==> src/rtl/imem_arbiter.sv <==
// rtl/imem_arbiter.sv - instruction memory arbiter between fetch and debug/loader with halt handshake
module imem_arbiter #(
    parameter int STARVE_LIMIT = 4
) (
    input  logic        clk,
    input  logic        rst_n,
    input  logic        f_req,
    input  logic [31:0] f_addr,
    output logic        f_gnt,
    output logic        f_rvalid,
    output logic [31:0] f_rdata,
    input  logic        d_req,
    input  logic        d_we,
    input  logic [31:0] d_addr,
    input  logic [31:0] d_wdata,
    output logic        d_gnt,
    output logic        d_rvalid,
    output logic [31:0] d_rdata,
    input  logic        d_halt_req,
    output logic        d_halt_ack,
    output logic [31:0] m_addr,
    output logic        m_we,
    output logic [31:0] m_wdata,
    input  logic [31:0] m_rd_data
);

    localparam logic [1:0] ST_RUN    = 2'd0;
    localparam logic [1:0] ST_DRAIN  = 2'd1;
    localparam logic [1:0] ST_HALTED = 2'd2;

    localparam logic [3:0] LIMIT = 4'(STARVE_LIMIT);

    logic [1:0]  state;
    logic [1:0]  state_nxt;
    logic [3:0]  starve_cnt;
    logic [31:0] m_addr_q;

    // Grant selection: fetch first in RUN unless debug has starved; only debug outside RUN
    always_comb begin
        f_gnt = 1'b0;
        d_gnt = 1'b0;
        if (rst_n) begin
            case (state)
                ST_RUN: begin
                    if (d_req && (!f_req || starve_cnt == LIMIT)) begin
                        d_gnt = 1'b1;
                    end else begin
                        f_gnt = f_req;
                    end
                end
                default: d_gnt = d_req;
            endcase
        end
    end

    // Halt state machine; a fetch granted in the last RUN cycle returns during DRAIN,
    // so DRAIN never needs more than one cycle
    always_comb begin
        state_nxt = ST_RUN;
        case (state)
            ST_RUN:    state_nxt = d_halt_req ? ST_DRAIN : ST_RUN;
            ST_DRAIN:  state_nxt = d_halt_req ? ST_HALTED : ST_RUN;
            ST_HALTED: state_nxt = d_halt_req ? ST_HALTED : ST_RUN;
            default:   state_nxt = ST_RUN;
        endcase
    end

    // Memory port follows the granted requester; address holds its last granted value when idle
    always_comb begin
        m_addr  = m_addr_q;
        m_wdata = '0;
        if (f_gnt) begin
            m_addr = f_addr;
        end else if (d_gnt) begin
            m_addr  = d_addr;
            m_wdata = d_wdata;
        end
        m_we = d_gnt & d_we;
    end

    assign f_rdata = m_rd_data;
    assign d_rdata = m_rd_data;

    // Registered state, starvation counter, read-valid pipeline and halt acknowledge
    always_ff @(posedge clk or negedge rst_n) begin
        if (!rst_n) begin
            state      <= ST_RUN;
            starve_cnt <= 4'd0;
            f_rvalid   <= 1'b0;
            d_rvalid   <= 1'b0;
            d_halt_ack <= 1'b0;
            m_addr_q   <= 32'd0;
        end else begin
            state      <= state_nxt;
            f_rvalid   <= f_gnt;
            d_rvalid   <= d_gnt & ~d_we;
            d_halt_ack <= (state_nxt == ST_HALTED);
            m_addr_q   <= m_addr;
            if (state != ST_RUN && state_nxt == ST_RUN) begin
                starve_cnt <= 4'd0;
            end else if (d_req && !d_gnt) begin
                if (starve_cnt != LIMIT) begin
                    starve_cnt <= starve_cnt + 4'd1;
                end
            end else begin
                starve_cnt <= 4'd0;
            end
        end
    end

endmodule

==> config.mk <==
export PLATFORM = sky130hd
export DESIGN_NAME = imem_arbiter
export DESIGN_NICKNAME = d
export VERILOG_FILES = /design/src/rtl/imem_arbiter.sv
export SDC_FILE = /design/constraint.sdc
export NUM_CORES = 1
export LEC_CHECK = 0
export CORE_MARGIN = 8
export CORE_UTILIZATION = 34
export DETAILED_ROUTE_END_ITERATION = 6
export HOLD_SLACK_MARGIN = 0.06
export PLACE_DENSITY = 0.82
export SETUP_SLACK_MARGIN = 0.3
export SYNTH_ARGS = -nofsm -noshare
export SYNTH_HDL_FRONTEND = slang
export SYNTH_SLANG_ARGS = --single-unit
==> constraint.sdc <==
create_clock -name clk -period 2.5 [get_ports clk]
set_input_delay 0.625 -clock clk [delete_from_list [all_inputs] [get_ports clk]]
set_output_delay 0.625 -clock clk [all_outputs]
set_load 0.01 [all_outputs]
# Word level (Yosys, flattened, before mapping)
# Cells that the tools add are included.
dict set report word_totals {
  reg_bits 41
}
dict set report classes {
  addsub 1
  bitwise_logic 3
  mux 16
  reduce_logical 10
  eq_ne 6
}
# cell count
set ops {}
lappend ops {{$mux 32} 4}
lappend ops {{$mux 4} 3}
lappend ops {{$mux 1} 7}
lappend ops {{$add 4x1->4 const B} 1}
lappend ops {{$eq 2x2->1 const B} 2}
lappend ops {{$eq 4x3->1 const B} 1}
lappend ops {{$logic_not 2->1} 2}
lappend ops {{$ne 4x3->1 const B} 1}
lappend ops {{$pmux 2 s2} 1}
lappend ops {{$logic_and 1x1->1} 3}
lappend ops {{$ne 3x2->1 const B} 1}
lappend ops {{$and 1x1->1} 2}
lappend ops {{$eq 2x1->1 const B} 1}
lappend ops {{$logic_not 1->1} 2}
lappend ops {{$mux 2} 1}
lappend ops {{$reduce_bool 2->1} 1}
lappend ops {{$reduce_or 2->1} 1}
lappend ops {{$logic_or 1x1->1} 1}
lappend ops {{$not 1->1} 1}

# Depth between registers and ports, before layout
# Gate-level depths: netlist of run 1.
dict set report logic_depth {
  ltp_word 10
  ltp_mapped 8
  mapped_depth_nobuf 5
}

# Least setup slack after synthesis of run 1
# OpenSTA, ideal clock, no wires.
dict set report synth_path {
  path_kind {in2out}
  start {input port d_req}
  end {output port m_addr[10]}
  slack_ps 138
  n_path_buf 4
  cell_stages 7
  arrival_time_ps 1737
  cell_sequence {buf_6 > and4b_1 > buf_2 > or2_1 > buf_6 > buf_6 > a31oi_2}
}
dict set report synth_via {
  elab_chain_cells 6
}
# item line_no
set synth_rtl {}
lappend synth_rtl {{start, declared} 12} ;# input logic d_req,
lappend synth_rtl {{$logic_and 1x1->1} 45} ;# if (d_req && (!f_req || starve_cnt == LIMIT)) begin
lappend synth_rtl {{$mux 1} 45}
lappend synth_rtl {{$mux 1} 43} ;# case (state)
lappend synth_rtl {{$mux 1} 42} ;# if (rst_n) begin
lappend synth_rtl {{$mux 32} 74} ;# end else if (d_gnt) begin
lappend synth_rtl {{$mux 32 *} 72} ;# if (f_gnt) begin
lappend synth_rtl {{end, declared} 21} ;# output logic [31:0] m_addr,
# Every way passes the cells marked *; elsewhere a longest branch is shown, timed or not.

# Worst setup path in the final report of run 1
dict set report layout_path {
  start {register starve_cnt[1]}
  end {output port m_addr[24]}
}
dict set report layout_via {
  elab_chain_cells 8
}
# item line_no
set layout_rtl {}
lappend layout_rtl {{start, declared} 35} ;# logic [3:0] starve_cnt;
lappend layout_rtl {{start signal, assigned} 103} ;# starve_cnt <= starve_cnt + 4'd1;
lappend layout_rtl {{$eq 4x3->1 *} 45}
lappend layout_rtl {{$logic_or 1x1->1 *} 45}
lappend layout_rtl {{$logic_and 1x1->1 *} 45}
lappend layout_rtl {{$mux 1} 45}
lappend layout_rtl {{$mux 1} 43}
lappend layout_rtl {{$mux 1} 42}
lappend layout_rtl {{$mux 32} 74}
lappend layout_rtl {{$mux 32 *} 72}
# Marks and branches as above.

==> results.yml, run 1 <==
cells_and_area:
  utilization_pct: 71.49
  syn2layout_area_growth_pct: 103.6
  insertedDiodeCount: 0
  finalNetCount: 682
  layout-drive-gt1-share_pct: 59.08
critical_path:
  endpoint_kind: "output port"
  path_class: "register to output port"
  crit_path_cell_trace: "inv_2 > ha_4 > and3b_2 > buf_12 > buf_12 > buf_16 > o2111ai_4 > a31oi_4 > buf_6"
  timing.critical_path.arrival_ns: 2.05
  cp-start-kind: "register"
  crit_buf_inv: 5
  slowest_delay_ns: 0.38
  worstPathRequired_ns: 1.88
  crit_top_cell: "buf_12"
  slowest_stage: "dfrtp_1"
  path_delay_family: "buffers and inverters"
  crit_fanout: 7
synth:
  ys_seq_area_share_pct: 29.89
  synth_edf_count: 0
  synth_nets: 515
  synth_most_common_cell: "buf_4"
  ys.flop_type: "dfrtp_1"
  syn_area_per_cell_um2: 9.104
  synth-warning-count: 0
  synth-async-reset-ratio_pct: 100.0
  synth_top_area_share_pct: 29.89
  synth.distinct_cells: 27
  synth_area_leaders: "dfrtp_1 30%, buf_4 14%, a31oi_2 11%"
  synthCells: 377
  synthesis.area_um2: 3432
  synth_top_cell_by_area: "dfrtp_1"
  synth_seq_cells: 41
  synth_commonest_cells: "64 x buf_4, 41 x dfrtp_1, 35 x and2_1, 35 x nor3_1, 34 x nand3_1"
floorplanning:
  die_x_um: 116.5
  initial_core_util_pct: 35.11
  io_pins: 268
  row_count: 36
  die_h_um: 116.5
  core_area_um2: 9774
  floorplan.die_area_um2: 13570
clock_network:
  htreeDepth: 2
  path_clk_slew_ns: 0.10
  clockBufferDepth: 2
  clk-insertion-delay-late_ns: 0.30
  numCtsBuffers: 5
  cts_sinks: 41
  cts_tree: "done"
  root_buffer: "clkbuf_8"
power_and_ir_drop:
  p_leak_nw: 2.689
  vdd_drop_max_uv: 394.9
  cellPowerDensity_nw_per_um2: 603.9
  finalPower_mw: 4.220
timing:
  holdWs_ns: 0.4610
  fmax_ghz: 0.3734
  fin_ws_ns: -0.1781
  fin_crit_ns: 2.678
  fin_crit_sh_pct: 107.1
  hold_violations: 0
  tightest_slew_ns: 0.6458
  slew_headroom_pct: 56.95
  setup_viol: 56
  grt_setup_unrepaired: "true"
  finalClockSkew_ns: 0.009294
  finalMaxSlewViolations: 0
  finalSetupTns_ns: -4.517
placement:
  place_ws_ns: -0.7708
  port_buffers: 171
  detailed_place_hpwl_um: 9390
  gp_congestion: 0.8165
global_routing:
  grt_pass1_vias: 4119
  grt_pass1_wl_um: 22980
  grt_util_all_layers_pct: 22.12
  antenna_found_initial: 0
  grt_max_degree: 33
  grt_overflow: 0
routing:
  drt-total-wl_um: 16140
  drt-initial-drc-count: 164
  ant_nets: 0
  wire_per_inst_um: 23.80
  dr.pass1.iters: 5
  vias_per_cell: 5.581
  num_vias: 3784
  post-route-drc-count: 0
flow_run:
  maxCapViolations: 0
hold_path:
  hold_path_class: "input pin to async pin"
status:
  violations: "setup timing"
  status: "complete, but fails checks"
[worst reg2reg max path: stages, from the launching register on]
cell and delay [ns]:
dfrtp_1 0.41, inv_2 0.08, ha_4 0.15, and3b_2 0.24, buf_4 0.13, buf_6 0.12
a2bb2oi_1 0.26, a31oi_4 0.12, buf_4 0.15, buf_4 0.12, buf_4 0.12, buf_4 0.12
[flip-flops by register name, summed over array words and instances (netlist names)]
| signal | cells |
|---|---|
| d_halt_ack | 1 |
| f_rvalid | 1 |
| d_rvalid | 1 |
| m_addr_q | 32 |
| state | 2 |
| starve_cnt | 4 |
[cell type report]
type	instances	area, um^2
multi-input combinational	222	2701
fill	656	2786
timing repair buffer	267	2965
sequential	41	1026
tap	133	166.4
clock inverter	3	21.27
clock buffer	5	68.82
inverter	7	38.79
[metal layers]
layer  GRT usage (%)  up-vias  routed length, um
li1                -     1685                  -
met1           23.58     1849               5971
met2           41.33      194               8304
met3           6.101       56               1358
met4           6.569        0                501
met5               0        -                  0
[layout by cell type (no fill, tap or decap), types with 2 or more instances in the layout]
cell / instances
ha_4: 2
inv_2: 3
buf_12: 15
nor2b_1: 3
and2_4: 34
buf_2: 10
xnor2_1: 2
a31oi_2: 8
ha_1: 2
clkbuf_8: 5
inv_1: 3
a2bb2oi_2: 23
a2bb2oi_1: 2
mux2i_1: 2
a31oi_4: 24
nand2_2: 2
nor3_2: 10
a2bb2oi_4: 7
dfrtp_1: 41
nand3_1: 33
buf_6: 69
buf_4: 56
nor3_1: 25
o2111ai_4: 13
buf_16: 12
clkdlybuf4s50_1: 101
clkbuf_16: 2
o2111ai_1: 2
o2111ai_2: 17
[kinds of logic (layout without fill, tap and decap cells)]
kind of cell	after synthesis	in the layout	synth area share, %
simple gates	115	115	18.52
flops	41	41	29.89
xor+xnor	2	2	0.5105
compound gates	99	99	28.07
mux	2	2	0.5833
fa+ha+maj	4	4	1.458
buf+inv	114	282	20.96
[power by group]
group          internal, mW  switching, mW  total [mW]  leakage, nW
clock                 0.199          0.273       0.472       0.0445
combinational          1.54           1.17        2.70         2.17
sequential            0.873          0.170        1.04        0.477
total                  2.61           1.61        4.22         2.69
[final timing paths]
| path | from | endpoint | slack, ns | cells after the start |
|---|---|---|---|---|
| min reg2reg | m_addr_q[31]$_DFF_PN0_ | m_addr_q[31]$_DFF_PN0_ | 0.65 | 2 |
| min | rst_n | m_addr_q[27]$_DFF_PN0_ | 0.46 | 2 |
| max in group asynchronous | rst_n | m_addr_q[25]$_DFF_PN0_ | 1.75 | 2 |
| max reg2reg | starve_cnt[1]$_DFFE_PN0P_ | m_addr_q[1]$_DFF_PN0_ | 0.39 | 11 |
| min in group clk | m_addr_q[31]$_DFF_PN0_ | m_addr_q[31]$_DFF_PN0_ | 0.65 | 2 |
| max | starve_cnt[1]$_DFFE_PN0P_ | m_addr[24] | -0.18 | 9 |
[per-stage QoR]
step | instances | cell area, um^2
2_1_floorplan | 377 | 3555
3_3_place_gp | 615 | 5117
3_5_place_dp | 615 | 5117
4_1_cts | 669 | 6639
5_1_grt | 678 | 6988
6_report | 678 | 6988
[what timing repair did]
| item | 4_1_cts | 5_1_grt |
|---|---|---|
| pin swaps | 74 | 22 |
| buffers inserted | 34 | 7 |
| gates resized for setup | 487 | 46 |
| hold buffers | 0 | 0 |
| endpoints found under the setup margin | 67 | 67 |
| cloned | 12 | 2 |
(Power assumes the default switching activity.)
==> run 2, diff against run 1 <==
--- a/config.mk
+++ b/config.mk
@@ -6,10 +6,10 @@
 export NUM_CORES = 1
 export LEC_CHECK = 0
 export CORE_MARGIN = 8
-export CORE_UTILIZATION = 34
+export CORE_UTILIZATION = 37
 export DETAILED_ROUTE_END_ITERATION = 6
 export HOLD_SLACK_MARGIN = 0.06
-export PLACE_DENSITY = 0.82
+export PLACE_DENSITY = 0.88
 export SETUP_SLACK_MARGIN = 0.3
 export SYNTH_ARGS = -nofsm -noshare
 export SYNTH_HDL_FRONTEND = slang
==> constraint.sdc (replaced) <==
create_clock -name clk -period 3.12 [get_ports clk]
set_input_delay 0.78 -clock clk [delete_from_list [all_inputs] [get_ports clk]]
set_output_delay 0.78 -clock clk [all_outputs]
set_load 0.01 [all_outputs]
==> run 2 against run 1 <==
Compared with the run above:
- first-iteration DRC count is 90% higher
- clock skew up 0.0092 ns
- critical path depth unchanged
- sequential share of layout area rose by 2.4 points
- cell count down 5.6%
- worst setup slack better by 0.26 ns
- routed wire length decreased by 0.51%
- register-to-register slack better by 0.63 ns
- clock power down 2%
- non-clock buffer count decreased by 17
- via count is 2.7% higher
- critical endpoint is now m_addr[6]
- the flow now finishes without violations
- final area decreased by 14%
==> results.yml, run 2 (same netlist as run 1, synthesis figures left out) <==
routing:
  num_vias: 3886
  post-route-drc-count: 0
  drt-total-wl_um: 16050
  ant_nets: 0
  drt-initial-drc-count: 312
  vias_per_cell: 6.072
  wire_per_inst_um: 25.08
  dr.pass1.iters: 4
critical_path:
  crit_buf_inv: 5
  endpoint_kind: "output port"
  crit_fanout: 8
  slowest_stage: "dfrtp_1"
  worstPathRequired_ns: 2.34
  crit_path_cell_trace: "inv_2 > ha_4 > and4b_2 > or2_4 > buf_12 > buf_12 > buf_12 > a31oi_4 > buf_6"
  timing.critical_path.arrival_ns: 2.26
  cp-start-kind: "register"
  slowest_delay_ns: 0.42
  path_delay_family: "buffers and inverters"
  path_class: "register to output port"
  crit_top_cell: "buf_12"
cells_and_area:
  utilization_pct: 66.09
  insertedDiodeCount: 0
  final_area_um2: 6020
  final_cell_mix: "101 x clkdlybuf4s50_1, 50 x buf_4, 41 x dfrtp_1, 40 x buf_2, 35 x nor3_1"
  largest_register_ffs: 32
  final_common_cell: "clkdlybuf4s50_1"
  finalNetCount: 666
  fill_cells: 670
  regArea_um2: 1026
  top_regs: "m_addr_q: 32 flops, starve_cnt: 4 flops, state: 2 flops"
  multi_input_area_um2: 2240
  largest_register: "m_addr_q"
  layout-drive-gt1-share_pct: 44.05
  finalNonFillerCells: 640
  syn2layout_area_growth_pct: 75.39
placement:
  postPlaceCellArea_um2: 4920
  detailed_place_hpwl_um: 9053
  port_buffers: 171
  gp_congestion: 0.9205
  place_inst: 581
clock_network:
  path_clk_slew_ns: 0.11
  clk-insertion-delay-late_ns: 0.31
  numCtsBuffers: 5
  root_buffer: "clkbuf_8"
  cts_sinks: 41
  cts_tree: "done"
  htreeDepth: 2
  clockBufferDepth: 2
timing:
  tightest_slew_ns: 0.6099
  fin_crit_sh_pct: 97.46
  finalClockSkew_ns: 0.01849
  slew_headroom_pct: 59.34
  finalMaxSlewViolations: 0
  setup_viol: 0
  hold_violations: 0
  fmax_ghz: 0.3289
  grt_setup_unrepaired: "true"
  fin_crit_ns: 3.041
global_routing:
  grt_pass1_vias: 3973
  grt_max_degree: 36
  grt_util_all_layers_pct: 21.71
  antenna_found_initial: 0
  grt_overflow: 0
  grt_pass1_wl_um: 22030
floorplanning:
  floorplan.die_area_um2: 12610
  row_count: 35
  die_x_um: 112.3
  die_h_um: 112.3
  io_pins: 268
  core_area_um2: 9109
  initial_core_util_pct: 37.68
power_and_ir_drop:
  vdd_drop_max_uv: 452.3
  cellPowerDensity_nw_per_um2: 545.1
  finalPower_mw: 3.281
  p_leak_nw: 2.467
hold_path:
  hold_path_class: "input pin to async pin"
status:
  status: "complete, no violations"
flow_run:
  maxCapViolations: 0
==> run 2: worst paths after layout <==
check / startpoint / endpoint / slack [ns] / depth (start not counted)
max: starve_cnt[1]$_DFFE_PN0P_ / m_addr[6] / 0.08 / 9
min: rst_n / state[0]$_DFF_PN0_ / 0.58 / 2
max reg2reg: starve_cnt[1]$_DFFE_PN0P_ / m_addr_q[7]$_DFF_PN0_ / 1.02 / 10
min reg2reg: m_addr_q[16]$_DFF_PN0_ / m_addr_q[16]$_DFF_PN0_ / 0.66 / 2
max in group asynchronous: rst_n / m_addr_q[14]$_DFF_PN0_ / 1.90 / 3
min in group clk: m_addr_q[16]$_DFF_PN0_ / m_addr_q[16]$_DFF_PN0_ / 0.66 / 2
==> run 2: area by class of cell <==
type | count | share of cell area, %
Timing Repair Buffer | 250 | 41.13
Clock buffer | 5 | 1.143
Sequential cell | 41 | 17.04
Clock inverter | 3 | 0.7275
Multi-Input combinational cell | 223 | 37.21
Tap cell | 111 | 2.307
Inverter | 7 | 0.4365
==> run 2: what timing repair did <==
action                     in CTS  in global routing
gates cloned                    5                  6
setup endpoints to repair      67                 67
gates resized for setup       301                 80
hold buffers                    0                  0
setup buffers                  19                 21
pin swaps                       6                 18
==> run 2: metrics by stage <==
| step | hold WS (ns) | setup TNS [ns] | setup WS, ns |
|---|---|---|---|
| after detailed placement | 0.6197 | -22.20 | -0.4042 |
| after CTS | 0.5392 | 0 | 0.2102 |
| final | 0.5819 | 0 | 0.07927 |
| after floorplan | 0.4844 | 0 | 0.4476 |
| after global routing | 0.5634 | 0 | 0.07588 |
| after global placement | 0.6058 | -19.85 | -0.3575 |
==> run 2: metal layers <==
layer / GRT usage, % / routed length, um / vias up
li1: - / - / 1651
met3: 7.354 / 1478 / 74
met5: 0 / 0 / -
met4: 9.802 / 752 / 0
met1: 22.25 / 5587 / 1889
met2: 39.18 / 8236 / 272
==> run 2: worst register-to-register path: cells and delay by family (launching register included) <==
kind | cells | cell delay [ns]
fa+ha+maj | 1 | 0.13
compound gates | 2 | 0.36
flops | 1 | 0.43
buf+inv | 6 | 0.77
simple gates | 1 | 0.33
==> run 2: report_power, final <==
| part | switching [mW] | internal (mW) |
|---|---|---|
| combinational | 0.907 | 1.10 |
| clock | 0.223 | 0.241 |
| sequential | 0.114 | 0.699 |
==> run 3, diff against run 2 <==
--- a/config.mk
+++ b/config.mk
@@ -7,6 +7,7 @@
 export LEC_CHECK = 0
 export CORE_MARGIN = 8
 export CORE_UTILIZATION = 37
+export CTS_CLUSTER_DIAMETER = 60
 export DETAILED_ROUTE_END_ITERATION = 6
 export HOLD_SLACK_MARGIN = 0.06
 export PLACE_DENSITY = 0.88
==> results of run 3 <==
The final DEF is identical to that of run 2; final timing and power are the same.
